`src/rtl/stack_sequencer.sv`:
```
// stack_sequencer
//   Sequences the 6502-style stack pointer S for all stack traffic: single-byte
//   push/pull, JSR/RTS, BRK/IRQ/NMI entry, RTI, and the reset S-dummy reads.
//   The block owns no copy of S. It steers the external S register through
//   s_load/s_sel, and it forms the page-1 stack address from s_value.
//
// Ports
//   clk, rst              rising-edge clock; asynchronous active-high reset
//   cmd_valid/cmd_ready   command handshake with the decoder (ready only in IDLE)
//   cmd_op[2:0]           0 PUSH1, 1 PULL1, 2 PUSH2, 3 PULL2, 4 PUSH3, 5 PULL3,
//                         6 RSTSEQ, 7 illegal
//   s_value[7:0]          current S register value
//   s_load, s_sel[1:0]    S register load enable / select (0 hold, 1 +1, 2 -1)
//   mem_addr[ADDR_W-1:0]  stack address {STACK_PAGE, s_value}
//   mem_rd, mem_wr        bus strobes, held until mem_ready
//   mem_ready             bus completes the current access this cycle
//   wsel[1:0]             write source: 0 A/P byte, 1 PCH, 2 PCL, 3 P
//   rsel[1:0]             read destination: 0 A/P, 1 PCH, 2 PCL, 3 P
//   rd_capture            destination loads read data this cycle
//   busy, done, err       not-idle flag; finish pulse; illegal-op pulse with done
module stack_sequencer #(
    parameter logic [7:0]  STACK_PAGE = 8'h01,
    parameter int unsigned ADDR_W     = 16
) (
    input  logic              clk,
    input  logic              rst,
    input  logic              cmd_valid,
    output logic              cmd_ready,
    input  logic [2:0]        cmd_op,
    input  logic [7:0]        s_value,
    output logic              s_load,
    output logic [1:0]        s_sel,
    output logic [ADDR_W-1:0] mem_addr,
    output logic              mem_rd,
    output logic              mem_wr,
    input  logic              mem_ready,
    output logic [1:0]        wsel,
    output logic [1:0]        rsel,
    output logic              rd_capture,
    output logic              busy,
    output logic              done,
    output logic              err
);

    typedef enum logic [2:0] {
        ST_IDLE,
        ST_PUSH,
        ST_INC,
        ST_PULL,
        ST_DUMMY,
        ST_FIN
    } state_t;

    typedef enum logic [2:0] {
        OP_PUSH1   = 3'd0,
        OP_PULL1   = 3'd1,
        OP_PUSH2   = 3'd2,
        OP_PULL2   = 3'd3,
        OP_PUSH3   = 3'd4,
        OP_PULL3   = 3'd5,
        OP_RSTSEQ  = 3'd6,
        OP_ILLEGAL = 3'd7
    } op_t;

    state_t            state_q, state_d;
    op_t               op_q, op_d;
    logic [1:0]        idx_q, idx_d;
    logic [1:0]        len_q, len_d;
    logic [1:0]        idx_nxt;
    logic              last_byte;
    logic [ADDR_W-1:0] stack_addr;

    assign idx_nxt    = idx_q + 2'd1;
    assign last_byte  = (idx_nxt == len_q);
    assign stack_addr = ADDR_W'({STACK_PAGE, s_value});
    assign busy       = (state_q != ST_IDLE);

    always_ff @(posedge clk or posedge rst) begin
        if (rst) begin
            state_q <= ST_IDLE;
            op_q    <= OP_PUSH1;
            idx_q   <= '0;
            len_q   <= '0;
        end else begin
            state_q <= state_d;
            op_q    <= op_d;
            idx_q   <= idx_d;
            len_q   <= len_d;
        end
    end

    always_comb begin
        state_d    = state_q;
        op_d       = op_q;
        idx_d      = idx_q;
        len_d      = len_q;
        // cmd_ready is masked by rst so every output reads 0 while reset is held
        cmd_ready  = 1'b0;
        s_load     = 1'b0;
        s_sel      = 2'd0;
        mem_addr   = '0;
        mem_rd     = 1'b0;
        mem_wr     = 1'b0;
        wsel       = 2'd0;
        rsel       = 2'd0;
        rd_capture = 1'b0;
        done       = 1'b0;
        err        = 1'b0;

        case (state_q)
            ST_IDLE: begin
                cmd_ready = !rst;
                if (cmd_valid && cmd_ready) begin
                    op_d  = op_t'(cmd_op);
                    idx_d = '0;
                    case (op_t'(cmd_op))
                        OP_PUSH1:  begin len_d = 2'd1; state_d = ST_PUSH;  end
                        OP_PULL1:  begin len_d = 2'd1; state_d = ST_INC;   end
                        OP_PUSH2:  begin len_d = 2'd2; state_d = ST_PUSH;  end
                        OP_PULL2:  begin len_d = 2'd2; state_d = ST_INC;   end
                        OP_PUSH3:  begin len_d = 2'd3; state_d = ST_PUSH;  end
                        OP_PULL3:  begin len_d = 2'd3; state_d = ST_INC;   end
                        OP_RSTSEQ: begin len_d = 2'd3; state_d = ST_DUMMY; end
                        default:   begin len_d = 2'd1; state_d = ST_FIN;   end
                    endcase
                end
            end

            ST_PUSH: begin
                mem_wr   = 1'b1;
                mem_addr = stack_addr;
                // multi-byte pushes go PCH, PCL, P: source code is idx+1
                wsel     = (op_q == OP_PUSH1) ? 2'd0 : idx_nxt;
                if (mem_ready) begin
                    s_load  = 1'b1;
                    s_sel   = 2'd2;
                    idx_d   = idx_nxt;
                    state_d = last_byte ? ST_FIN : ST_PUSH;
                end
            end

            ST_INC: begin
                s_load  = 1'b1;
                s_sel   = 2'd1;
                state_d = ST_PULL;
            end

            ST_PULL: begin
                mem_rd   = 1'b1;
                mem_addr = stack_addr;
                // pulls mirror the push order: P, PCL, PCH, i.e. len-idx
                rsel     = (op_q == OP_PULL1) ? 2'd0 : (len_q - idx_q);
                if (mem_ready) begin
                    rd_capture = 1'b1;
                    idx_d      = idx_nxt;
                    state_d    = last_byte ? ST_FIN : ST_INC;
                end
            end

            ST_DUMMY: begin
                mem_rd   = 1'b1;
                mem_addr = stack_addr;
                if (mem_ready) begin
                    s_load  = 1'b1;
                    s_sel   = 2'd2;
                    idx_d   = idx_nxt;
                    state_d = last_byte ? ST_FIN : ST_DUMMY;
                end
            end

            ST_FIN: begin
                done    = 1'b1;
                err     = (op_q == OP_ILLEGAL);
                state_d = ST_IDLE;
            end

            default: state_d = ST_IDLE;
        endcase
    end

endmodule

```
`config.mk`:
```
export PLATFORM = sky130hd
export DESIGN_NAME = stack_sequencer
export DESIGN_NICKNAME = d
export VERILOG_FILES = /design/src/rtl/stack_sequencer.sv
export SDC_FILE = /design/constraint.sdc
export NUM_CORES = 1
export LEC_CHECK = 0
export CORE_ASPECT_RATIO = 1.4
export CORE_MARGIN = 5
export CORE_UTILIZATION = 44
export CTS_BUF_LIST = sky130_fd_sc_hd__clkbuf_16
export DETAILED_ROUTE_END_ITERATION = 10
export PLACE_DENSITY_LB_ADDON = 0.05
export SYNTH_ARGS = -nofsm -noshare
export SYNTH_HDL_FRONTEND = slang
export SYNTH_SLANG_ARGS = --single-unit
```
`constraint.sdc`:
```
create_clock -name clk -period 2.48 [get_ports clk]
set_clock_uncertainty 0.1 [all_clocks]
set_input_delay 0.372 -clock clk [delete_from_list [all_inputs] [get_ports clk]]
set_output_delay 0.372 -clock clk [all_outputs]
set_load 0.01 [all_outputs]
```
# Word level (Yosys, flattened, before mapping)

Index checks and enable logic that the tools add are counted.

Equal/unequal tests: 19
Mux-type cells: 28
$add $sub $neg: 2
Reduce and logical (&&, ||, !) cells: 17

Operator list:

| cell                                                 | number |
|---|---|
| equality test 3 bit (second input constant)          | 6 |
| two-way mux 3 bit                                    | 6 |
| one-hot mux 3 bit (5 select lines)                   | 1 |
| two-way mux 2 bit                                    | 7 |
| equality test 3 x 2 -> 1 bit (second input constant) | 4 |
| one-hot mux 2 bit (2 select lines)                   | 3 |
| OR reduction 3 bit                                   | 4 |
| equality test 3 x 1 -> 1 bit (second input constant) | 3 |
| logical NOT 3 bit                                    | 3 |
| two-way mux 9 bit                                    | 1 |
| one-hot mux 3 bit (3 select lines)                   | 1 |
| two-way mux 1 bit                                    | 8 |
| != test 2 bit (second input constant)                | 4 |
| OR reduction 2 bit                                   | 3 |
| AND reduction 4 bit                                  | 1 |
| AND reduction 3 bit                                  | 1 |
| nonzero test 3 bit                                   | 1 |
| adder 2 x 1 -> 2 bit (second input constant)         | 1 |
| equality test 2 bit                                  | 1 |
| != test 2 x 1 -> 1 bit (second input constant)       | 1 |
| one-hot mux 1 bit (2 select lines)                   | 1 |
| AND reduction 2 bit                                  | 1 |
| nonzero test 2 bit                                   | 1 |
| subtractor 2 bit                                     | 1 |
| 2 further kinds                                      | 2 |

Register bits: 10
Input bits: 15
Word-level logic and storage cells: 70

# Logic depth before layout (Yosys ltp)

Word-level depth: 5
Depth in mapped cells: 6
Depth with buffers taken out: 6

# Worst setup path after synthesis

OpenSTA, ideal clock, no wires.

Path type: register -> output
From: register state_q[0]
To: output wsel[1]
Arrival time: 1.312 ns
Stages on the path, launching flop included: 7
Setup slack: 0.696 ns
Path buffers: 2
Path through: dfrtp_1 > buf_6 > or2b_1 > buf_2 > nor2_1 > o31ai_1 > nor2_1

Word-level cells in the longest chain between the ends: 2

RTL lines:

| element                      | line | text |
|---|---|---|
| from (decl)                  | 65   | `state_t state_q, state_d;` |
| from (signal assigned)       | 85   | `state_q <= state_d;` |
| equality test 3 x 1 -> 1 bit | 110  | `case (state_q)` |
| two-way mux 2 bit            | 110  |  |
| to (decl)                    | 37   | `output logic [1:0] wsel,` |

No other way between the ends.

# Final worst setup path

From: register state_q[0]
To: output rsel[0]

Word-level cells in the longest chain between the ends: 2

RTL lines:

| element                      | line | text |
|---|---|---|
| equality test 3 x 2 -> 1 bit | 110  |  |
| two-way mux 2 bit            | 110  |  |
| to (decl)                    | 38   | `output logic [1:0] rsel,` |

No other way between the ends.

==> impl_metrics.json <==
{
  "core_area_sq_mm": 0.00200,
  "rr_startpoint": "idx_q[1]$_DFFE_PP0P_",
  "hold_class": "in -> async",
  "muxShareOfSynthArea_pct": 5.84,
  "maxCapViolations": 0,
  "max_stage_delay_ns": 0.60,
  "die-area_sq_mm": 0.00318,
  "place.gp.congestion": 0.762,
  "mostFrequentLayoutCell": "clkdlybuf4s50_1",
  "synth_edf_count": 0,
  "pin_count": 45,
  "yosysWarnings": 0,
  "crit_chain": "nor2b_2, nand2_1, a211oi_1, clkdlybuf4s50_1",
  "r2r_cells": 4,
  "utilization_pct": 70.7,
  "fmax_mhz": 419,
  "path_delay_family": "buffers and inverters",
  "regToRegEndpoint": "state_q[0]$_DFFE_PP0P_",
  "rrSetupSlack_ns": 0.77,
  "grt_pass1_vias": 957,
  "synth_xor_area_share_pct": 3.71,
  "crit_slowest_cell": "clkdlybuf4s50_1",
  "htree_levels": 1,
  "rsz0062_at_grt": "true",
  "antenna_found_initial": 0,
  "report.final.slew_viol_count": 0,
  "die_h_microns": 64.8,
  "ant_nets": 0,
  "hold_viol": 0,
  "clock-sinks": 10,
  "worstSetupPathType": "reg -> out",
  "status": "finished, final reports clean",
  "cts_buffers": 3,
  "overflow": 0,
  "vias": 961,
  "final_nets": 167,
  "insertion_delay_ns": 0.24,
  "fp-row-count": 19,
  "synth_seq_area_share_pct": 26.5,
  "ys.flop_type": "dfrtp_1",
  "final_cells": 171,
  "drc": 0,
  "crit_arrival_ns": 1.92,
  "wire_per_inst_microns": 15.7,
  "syn_to_final_growth_pct": 49.6,
  "power_leakage_uw": 0.000651,
  "finalCritPeriodShare_pct": 96.3,
  "wirelength_microns": 2690,
  "grt_pass1_wl_microns": 4510,
  "clock_tree.root_cell": "clkbuf_16",
  "cts_tree": "built",
  "placedCellCount": 167,
  "grt_max_degree": 18,
  "period_needed_ns": 2.39,
  "final_cell_mix": "clkdlybuf4s50_1, and2_1, dfrtp_1",
  "vias_per_cell": 5.62,
  "hpwl_microns": 2060,
  "holdWs_ns": 0.369,
  "startpoint_type": "flop",
  "setup_violations": 0,
  "grt_usage_pct": 18.0,
  "synth_top_family_by_area": "simple AND/OR/NAND/NOR gates",
  "clk_pin_slew_ns": 0.04,
  "io_buffers": 37,
  "first_iter_violations": 33,
  "synth.distinct_cells": 46,
  "peakVddDrop_v": 0.000851,
  "drt-pass1-iter-count": 4,
  "cp-startpoint": "state_q[0]$_DFFE_PP0P_",
  "cts_hold_buf": 0,
  "pwr_density_cell_mw_per_mm2": 1400,
  "synthAdderAreaFrac_pct": 2.39,
  "synth-async-reset-ratio_pct": 100,
  "crit_fanout": 6,
  "synth_area_sq_um": 943,
  "start_util_pct": 47.2,
  "syn_area_per_cell_sq_um": 8.28,
  "synth-simple-area-share_pct": 29.3,
  "syn_inst": 114,
  "synth_seq_cells": 10,
  "layout-drive-gt1-share_pct": 14.0,
  "synth_compound_area_share_pct": 19.2,
  "end_kind": "output pin",
  "crit_required_ns": 2.01,
  "clockBufferDepth": 2,
  "antennaDiodeCount": 0,
  "fillers": 173,
  "power_uw": 1980,
  "path_buf_inv": 1,
  "die_w_microns": 49.1
}
## area by class of cell
class / count / area [sq um] / area share (%)
Inverter: 3 / 11.3 / 0.798
Timing Repair Buffer: 42 / 422 / 29.9
Multi-Input combinational cell: 91 / 623 / 44.1
Clock buffer: 3 / 75.1 / 5.32
Clock inverter: 1 / 3.75 / 0.266
Tap cell: 21 / 26.3 / 1.86
Sequential cell: 10 / 250 / 17.7
## cells by family after synthesis
group	count (synthesis)
XOR/XNOR	4
AND/OR/NAND/NOR	47
adder cells (fa/ha/maj)	2
other	1
AO/OA/AOI/OAI	27
buffers and inverters	19
flip-flops	10
multiplexers	4
## timing repair
action / 4_1_cts / 5_1_grt
buffers inserted: 0 / 0
gates resized for setup: 1 / 11
endpoints found under the setup margin: 2 / 13
## state kept, by name, indices dropped and copies added, names as in the netlist
signal,count
state_q,3
idx_q,2
op_q,3
len_q,2
## cells in the mapped netlist, types with 2 or more instances
cell | n | area (sq um)
xnor2_1 | 3 | 26.3
a211oi_1 | 2 | 15.0
o21a_1 | 2 | 15.0
nand2_1 | 7 | 26.3
buf_4 | 7 | 52.6
nor3b_1 | 3 | 22.5
buf_2 | 5 | 25.0
a21oi_1 | 7 | 35.0
mux2_4 | 3 | 45.0
inv_1 | 3 | 11.3
buf_6 | 2 | 22.5
o221ai_1 | 2 | 17.5
o31ai_1 | 3 | 22.5
o22ai_1 | 2 | 12.5
nor2_1 | 9 | 33.8
nor2b_1 | 4 | 25.0
o21ai_0 | 3 | 15.0
and2_1 | 10 | 62.6
dfrtp_1 | 10 | 250
## report_power, final
group / internal (uW) / leakage (uW) / total [uW] / switching, uW
Clock: 212 / 0.0000385 / 290 / 78.4
Combinational: 724 / 0.000491 / 1360 / 633
Sequential: 243 / 0.000122 / 332 / 89.1
## per-stage QoR
step	setup TNS (ns)	setup WS (ns)	cell area [sq um]
2_1_floorplan	0	0.696	966
3_3_place_gp	0	0.253	1290
3_5_place_dp	0	0.229	1290
4_1_cts	-0.00726	-0.00726	1370
5_1_grt	-0.0622	-0.0250	1410
6_report	0	0.0907	1410
## metal layers
layer / routed length [microns] / vias up / GRT usage, %
li1: - / 455 / -
met3: 239 / 10 / 6.19
met4: 74 / 0 / 11.4
met1: 989 / 451 / 18.5
met5: 0 / - / 0
met2: 1380 / 45 / 30.5
## worst max path at each step
stage,to,slack (ns),cells after the start
final,rsel[0],0.09,4
after global routing,rsel[0],-0.02,4
after CTS,mem_addr[4],-0.007,4
after detailed placement,s_load,0.23,4
after global placement,s_load,0.25,4
after floorplan,wsel[1],0.70,6
Power figures use the tool's default switching activity.
